==> src/rtl/pkt_shift_buf_if.sv <==
// Packet/word bus for pkt_shift_buf: packet input side, word output side and status flags.
// master = packet producer / word consumer, slave = the shift buffer itself.
interface pkt_shift_buf_if #(
  parameter int PKT_W = 64,
  parameter int OUT_W = 8
);
  logic [PKT_W-1:0] din;
  logic             pkt_rec;
  logic             en;
  logic             SPI_en;
  logic [OUT_W-1:0] dout;
  logic             busy;
  logic             pend;
  logic             done;
  logic             ovf;

  modport master (
    output din, pkt_rec, en, SPI_en,
    input  dout, busy, pend, done, ovf
  );

  modport slave (
    input  din, pkt_rec, en, SPI_en,
    output dout, busy, pend, done, ovf
  );
endinterface

==> src/rtl/pkt_shift_buf.sv <==
// Packet-to-word serializer: an active shift register streams OUT_W-bit words while a
// one-deep shadow register queues the next packet so back-to-back packets have no gap.
module pkt_shift_buf #(
  parameter int PKT_W     = 64,
  parameter int OUT_W     = 8,
  parameter int MSB_FIRST = 1
) (
  input  logic             clk,
  input  logic             rst,
  pkt_shift_buf_if.slave   bus
);

  localparam int N     = PKT_W / OUT_W;
  localparam int CNT_W = $clog2(N + 1);
  localparam logic [CNT_W-1:0] N_CNT = CNT_W'(N);

  typedef enum logic {IDLE, SHIFT} state_t;

  state_t           r_state;
  logic [PKT_W-1:0] r_active;
  logic [PKT_W-1:0] r_shadow;
  logic [CNT_W-1:0] r_cnt;
  logic             r_pend;
  logic             r_done;
  logic             r_ovf;

  logic             w_busy;
  logic             w_adv;
  logic             w_last;
  logic [PKT_W-1:0] w_shifted;
  logic [OUT_W-1:0] w_word;

  assign w_busy = (r_state == SHIFT);
  assign w_adv  = bus.en & bus.SPI_en & w_busy;
  assign w_last = w_adv && (r_cnt == CNT_W'(1));

  // Output word sits at the end the register shifts toward; vacated bits fill with zero.
  generate
    if (MSB_FIRST != 0) begin : g_msb
      assign w_shifted = r_active << OUT_W;
      assign w_word    = r_active[PKT_W-1 -: OUT_W];
    end else begin : g_lsb
      assign w_shifted = r_active >> OUT_W;
      assign w_word    = r_active[OUT_W-1:0];
    end
  endgenerate

  assign bus.dout = (bus.SPI_en && w_busy) ? w_word : '0;
  assign bus.busy = w_busy;
  assign bus.pend = r_pend;
  assign bus.done = r_done;
  assign bus.ovf  = r_ovf;

  always_ff @(posedge clk or negedge rst) begin
    if (!rst) begin
      r_state  <= IDLE;
      r_active <= '0;
      r_shadow <= '0;
      r_cnt    <= '0;
      r_pend   <= 1'b0;
      r_done   <= 1'b0;
      r_ovf    <= 1'b0;
    end else begin
      r_done <= w_last;
      case (r_state)
        IDLE: begin
          if (bus.pkt_rec) begin
            r_active <= bus.din;
            r_cnt    <= N_CNT;
            r_state  <= SHIFT;
          end
        end
        SHIFT: begin
          if (w_last) begin
            // Last word leaves: refill from shadow first, else straight from din, else go idle.
            if (r_pend) begin
              r_active <= r_shadow;
              r_cnt    <= N_CNT;
              if (bus.pkt_rec) r_shadow <= bus.din;
              else             r_pend   <= 1'b0;
            end else if (bus.pkt_rec) begin
              r_active <= bus.din;
              r_cnt    <= N_CNT;
            end else begin
              r_active <= w_shifted;
              r_cnt    <= '0;
              r_state  <= IDLE;
            end
          end else begin
            if (w_adv) begin
              r_active <= w_shifted;
              r_cnt    <= r_cnt - CNT_W'(1);
            end
            if (bus.pkt_rec) begin
              r_shadow <= bus.din;
              r_pend   <= 1'b1;
              if (r_pend) r_ovf <= 1'b1;
            end
          end
        end
        default: r_state <= IDLE;
      endcase
    end
  end

endmodule

==> src/flat_wrapper.sv <==
// flat-port wrapper written by rule: the top's interface ports become plain ports
module pkt_shift_buf_flat 
#(
  parameter int PKT_W     = 64,
  parameter int OUT_W     = 8,
  parameter int MSB_FIRST = 1
)
  (clk, rst, bus_din, bus_pkt_rec, bus_en, bus_SPI_en, bus_dout, bus_busy, bus_pend, bus_done, bus_ovf);
  pkt_shift_buf_if #(.PKT_W(PKT_W), .OUT_W(OUT_W)) bus_i ();
  input  logic clk;
  input  logic rst;
  input wire logic [$bits(bus_i.din)-1:0] bus_din;
  input wire logic [$bits(bus_i.pkt_rec)-1:0] bus_pkt_rec;
  input wire logic [$bits(bus_i.en)-1:0] bus_en;
  input wire logic [$bits(bus_i.SPI_en)-1:0] bus_SPI_en;
  output wire logic [$bits(bus_i.dout)-1:0] bus_dout;
  output wire logic [$bits(bus_i.busy)-1:0] bus_busy;
  output wire logic [$bits(bus_i.pend)-1:0] bus_pend;
  output wire logic [$bits(bus_i.done)-1:0] bus_done;
  output wire logic [$bits(bus_i.ovf)-1:0] bus_ovf;
  assign bus_i.din = bus_din;
  assign bus_i.pkt_rec = bus_pkt_rec;
  assign bus_i.en = bus_en;
  assign bus_i.SPI_en = bus_SPI_en;
  assign bus_dout = bus_i.dout;
  assign bus_busy = bus_i.busy;
  assign bus_pend = bus_i.pend;
  assign bus_done = bus_i.done;
  assign bus_ovf = bus_i.ovf;
  pkt_shift_buf #(.PKT_W(PKT_W), .OUT_W(OUT_W), .MSB_FIRST(MSB_FIRST)) u_core (.clk(clk), .rst(rst), .bus(bus_i));
endmodule
==> config.mk <==
export PLATFORM = sky130hd
export DESIGN_NAME = pkt_shift_buf_flat
export DESIGN_NICKNAME = d
export VERILOG_FILES = /design/src/rtl/pkt_shift_buf_if.sv /design/src/rtl/pkt_shift_buf.sv /design/src/flat_wrapper.sv
export SDC_FILE = /design/constraint.sdc
export NUM_CORES = 1
export LEC_CHECK = 0
export BUFFER_PORTS_ARGS = -buffer_cell sky130_fd_sc_hd__buf_2
export CAP_MARGIN = 10
export CORE_UTILIZATION = 35
export DETAILED_ROUTE_END_ITERATION = 8
export HOLD_SLACK_MARGIN = 0.08
export PLACE_DENSITY = 0.53
export SYNTH_ARGS = -nofsm -noshare
export SYNTH_HDL_FRONTEND = slang
export SYNTH_SLANG_ARGS = --single-unit
==> constraint.sdc <==
create_clock -name clk -period 3.3 [get_ports clk]
set_input_delay 0.165 -clock clk [delete_from_list [all_inputs] [get_ports clk]]
set_output_delay 0.165 -clock clk [all_outputs]
set_load 0.02 [all_outputs]
* Word-level counts from Yosys, hierarchy flattened *
Index checks and enable logic that the tools add are counted.

operators by class
  add/sub/neg operators = 1
  equal/unequal tests = 4
  mux-type cells = 23
  bitwise gates (word level) = 4
  reductions and logical operators = 7

operators with widths
  operator             count
  $mux 64              8
  $pmux 64 s2          1
  $mux 4               5
  $mux 8               1
  $pmux 4 s2           1
  $mux 1               6
  $reduce_and 2->1     3
  $eq 4x1->1 const B   1
  $reduce_and 4->1     1
  $sub 4x1->4 const B  1
  $ne 3x3->1 const B   1
  $and 1x1->1          2
  $logic_and 1x1->1    2
  $ne 2x1->1 const B   1
  $ne 2x2->1 const B   1
  $not 1->1            2
  $pmux 1 s2           1
  $reduce_bool 2->1    1

storage, ports and cells
  register bits after elaboration = 136
  bits of input ports = 69
  output and inout bits = 12
  word-level logic and storage cells = 46

* Longest topological paths before layout *
  word-level depth = 5
  mapped depth = 8
  mapped depth without buffers = 6

* Worst setup path after synthesis *
No wires, ideal clock.

  path type = register -> register
  start = reg u_core.r_cnt[0]
  end = reg u_core.r_shadow[10]
  arrival = 1.747 ns
  data required time = 3.175 ns
  slack = 1.428 ns
  cell stages (with the launch flop) = 7
  path buffers = 1
  period minus slack after synthesis = 1.872 ns
  cell sequence = dfrtp_1 -> ha_1 -> or3b_4 -> nor2_4 -> a21oi_4 -> buf_6 -> mux2_4

on the way
  cells in the longest elaborated chain, start to end = 4
  elaborated cells between the ends (all ways) = 5
  classes of those cells = eq/ne: 2; mux: 1; reduce/logical: 2

RTL lines
  what                               line                 RTL
  start, declared                    pkt_shift_buf.sv:22  logic [CNT_W-1:0] r_cnt;
  start signal, assigned             pkt_shift_buf.sv:92  r_cnt <= r_cnt - CNT_W'(1);
  $eq 4x1->1 *                       pkt_shift_buf.sv:35  assign w_last = w_adv && (r_cnt == CNT_W'(1));
  $logic_and 1x1->1 *                pkt_shift_buf.sv:35
  $ne 2x1->1 (no source line)        n/a
  $reduce_and 2->1 (no source line)  n/a
  end signal, assigned               pkt_shift_buf.sv:79  if (bus.pkt_rec) r_shadow <= bus.din;
  end signal, assigned               pkt_shift_buf.sv:95  r_shadow <= bus.din;
  end, declared                      pkt_shift_buf.sv:21  logic [PKT_W-1:0] r_shadow;

Every way passes the cells marked *; elsewhere a longest branch is shown, timed or not.
A chain may end at the register's enable or synchronous reset.

* Final worst setup path *
  start = reg u_core.r_state, in the netlist u_core.bus.busy
  end = reg u_core.r_active[37]

on the way
  cells in the longest elaborated chain, start to end = 4
  elaborated cells between the ends (all ways) = 8
  classes of those cells = eq/ne: 2; mux: 2; bitwise: 2; reduce/logical: 2

RTL lines
  what                                                    line                 RTL
  start, declared                                         pkt_shift_buf.sv:19  state_t r_state;
  start signal, assigned                                  pkt_shift_buf.sv:56  r_state <= IDLE;
  start signal, assigned                                  pkt_shift_buf.sv:70  r_state <= SHIFT;
  start signal, assigned                                  pkt_shift_buf.sv:87  r_state <= IDLE;
  $and 1x1->1                                             pkt_shift_buf.sv:34  assign w_adv = bus.en & bus.SPI_en & w_busy;
  $logic_and 1x1->1                                       pkt_shift_buf.sv:35
  $mux 64 / $ne 3x3->1 (equally long branches)            n/a
  $pmux 64 s2 / $reduce_and 2->1 (equally long branches)  n/a
  end signal, assigned                                    pkt_shift_buf.sv:68  r_active <= bus.din;
  end signal, assigned                                    pkt_shift_buf.sv:77  r_active <= r_shadow;
  end signal, assigned                                    pkt_shift_buf.sv:82  r_active <= bus.din;
  end, declared                                           pkt_shift_buf.sv:20  logic [PKT_W-1:0] r_active;

Parallel ways exist; a longest one is shown, timed or not.

==> impl_metrics.tcl <==
set metrics [dict create \
    final_util_pct 44.68 \
    clk_latency_ns 0.42 \
    avgRoutedWirePerCell_um 17.48 \
    cts_setup_buffers 0 \
    fin_crit_sh_pct 68.15 \
    multi_input_comb_area_mm2 0.003452 \
    max_cap_viol_count 0 \
    die_h_um 145.3 \
    antenna_found_initial 0 \
    p_leak_nw 3.884 \
    cts_root_buffer "clkbuf_16" \
    synth_compound_area_share_pct 22.84 \
    hold_path.class "primary input to register" \
    netlist.area_leader.share_pct 47.35 \
    synth_adder_area_share_pct 0.3482 \
    port_buffers 80 \
    grtUsageTotal_pct 19.50 \
    fmax_mhz 444.6 \
    synth_area_leaders "dfrtp_1, mux2_4, a21oi_1, nor2_1, o21ai_0" \
    cts_sinks 136 \
    skew_ns 0.007974 \
    synth_edf_count 0 \
    path_clk_slew_ns 0.06 \
    synthArstFlopShare_pct 100.0 \
    crit_fanout 49 \
    core_mm2 0.02017 \
    synth_xor_area_share_pct 0 \
    worst_slack_ns 1.051 \
    netlist_instances 718 \
    fin_nets 909 \
    seq_area_mm2 0.003405 \
    cts_buffers 17 \
    status "finished clean" \
    p_per_area_mw_per_mm2 517.4 \
    synth.distinct_cells 40 \
    dieArea_mm2 0.02111 \
    clk_path_buf_depth 2 \
    syn_area_mm2 0.007187 \
    synth-simple-area-share_pct 10.48 \
    r2r-end "u_core.r_active[37]" \
    setup_tns_ns 0 \
    drive_gt1_share_pct 23.27 \
    synth_ff_type "dfrtp_1" \
    grt_pass1_vias 6172 \
    yosys.area.top_type "dfrtp_1" \
    timing.rr.start "u_core.bus.busy" \
    ys_warn_count 0 \
    crit_path_end "u_core.r_active[37]" \
    ys_ff_latch 136 \
    cts_tree "yes" \
    startpoint_type "register" \
    synth_mux_area_share_pct 14.28 \
    areaGrowthSynthToFinish_pct 25.40 \
    period_needed_ns 2.249 \
    syn_area_per_cell_um2 10.01 \
    grt_overflow_total 0 \
    slew_headroom_pct 39.32 \
    path_class "register to register" \
    cp.arrival_ns 2.59 \
    dieWidth_um 145.3 \
    first_pass_iters 5 \
    cp-end-kind "register" \
    gp_congestion 0.8139 \
    rsz0062_at_grt "false" \
    drc 0 \
    setup_violations 0 \
    synthesis.nets 789 \
    postRouteAntennaNets 0 \
    tightest_slew_ns 0.9103 \
    num-fill-cells 1954 \
    start_util_pct 35.63 \
    grt_max_degree 97 \
    seq_area_frac_synth_pct 47.35 \
    cp.required_ns 3.64 \
    vias_per_cell 5.308 \
    vias 5950 \
    pin_count 81 \
    finalHoldViolCount 0 \
    grt_pass1_wl_mm 32.60 \
    slew_viol_final 0 \
    drtIter0Drc 420 \
    routed_wirelength_mm 19.60 \
    regToRegSetupSlack_ns 1.05 \
    ff2ff_path_depth 6 \
    synth_top_family_by_area "compound AO/OA/AOI/OAI gates" \
    diodes 0 \
    num_rows 52 \
    ctsResizeCount 0 \
    worstSetupStartpoint "u_core.bus.busy" \
    peakVddDrop_uv 334.4 \
    dpl.hpwl_mm 12.10 \
    h-tree-depth 4 \
    place_ws_ns 1.011 \
]
-- per-layer routing --
metal	global-route usage [%]	part of all wire, %
met1	26.02	47
met2	32.02	48
met3	3.616	4.2
met4	5.947	1.2
met5	0	0
-- worst min-delay path by stage --
stage / start / depth (start not counted) / slack (ns) / endpoint
after CTS: bus_en / 3 / 0.11 / u_core.bus.done
final: bus_en / 3 / 0.13 / u_core.bus.done
after global placement: rst / 1 / 0.33 / u_core.r_shadow[52]
after floorplan: rst / 0 / -0.13 / u_core.bus.busy
after global routing: bus_en / 3 / 0.13 / u_core.bus.done
after detailed placement: rst / 1 / 0.34 / u_core.r_shadow[52]
-- critical path: stages (launching register included) --
cell and delay, ns:
dfrtp_2 0.40, buf_4 0.48, and4bb_1 0.34, and2_1 0.17, buf_4 0.33, o21ai_0 0.20, o22ai_1 0.22
-- synth_stat cells, types with 2 or more instances --
master / n
a211oi_1: 16
a21boi_0: 16
a21oi_1: 89
a221oi_1: 4
and2_1: 18
and3_1: 8
buf_1: 2
buf_2: 17
buf_4: 4
buf_6: 6
clkbuf_1: 32
dfrtp_1: 136
ha_1: 2
inv_1: 6
mux2_2: 4
mux2_4: 60
mux2i_1: 8
nand2_1: 20
nand2b_1: 2
nand3_1: 2
nand3b_1: 2
nor2_1: 92
nor3_1: 17
o21a_1: 35
o21ai_0: 65
o21ai_1: 5
o22ai_1: 36
o31ai_1: 2
-- where the power goes --
group          leakage [nW]  internal [mW]  switching (mW)
Clock                 0.269           1.11           0.715
Sequential             1.58           1.89           0.146
Combinational          2.04          0.405           0.396
Total                  3.88           3.41            1.26
-- through the flow --
step	std cells	power [mW]	instance area (um^2)	hold WS, ns
6_report	1121	4.663	9012	0.1321
5_1_grt	1121	4.884	9012	0.1346
4_1_cts	1121	4.710	9012	0.1113
3_5_place_dp	1023	2.801	7789	0.3385
3_3_place_gp	1023	2.783	7789	0.3341
2_1_floorplan	718	2.538	7187	-0.1306
-- what timing repair did --
action / in CTS / in global routing
hold endpoints to repair: 201 / 0
hold buffers: 66 / 0
endpoints found under the setup margin: 0 / 0
-- area by class of cell --
cell class / count / share of cell area [%]
clock inverter: 7 / 0.7497
timing repair buffer: 163 / 13.67
sequential: 136 / 37.78
multi-input combinational: 514 / 38.30
tap: 270 / 3.748
inverter: 6 / 0.2499
clock buffer: 25 / 5.498
-- logic make-up after synthesis --
logic type | count (synthesis)
AO/OA/AOI/OAI | 274
AND/OR/NAND/NOR | 166
flip-flops | 136
multiplexers | 72
buffers and inverters | 68
adder cells (fa/ha/maj) | 2
-- state kept, by name, summed over array words and instances (netlist names) --
register         count
u_core.bus.pend      1
u_core.bus.busy      1
u_core.bus.ovf       1
u_core.r_shadow     64
u_core.r_active     64
u_core.r_cnt         4
u_core.bus.done      1
-- cell usage in the layout (no fill, tap or decap), types with 2 or more instances in the layout --
cell,netlist,layout
nand2_1,20,19
clkbuf_8,0,4
clkinv_2,0,3
o21a_1,35,35
and3_1,8,8
buf_4,4,14
ha_1,2,2
clkbuf_16,0,17
mux2_2,4,4
dlygate4sd3_1,0,66
nand2_2,1,2
o21ai_1,5,5
dfrtp_1,136,135
clkinvlp_4,0,3
a21oi_1,89,89
mux2_4,60,60
a211oi_1,16,16
o31ai_1,2,2
a21boi_0,16,16
o21ai_0,65,65
and2_1,18,17
clkbuf_1,32,4
mux2i_1,8,8
inv_1,6,6
buf_2,17,79
a221oi_1,4,4
nor2_1,92,92
buf_12,0,3
nand3_1,2,2
nor3_1,17,17
nand3b_1,2,2
o22ai_1,36,36
(Power assumes the default switching activity.)
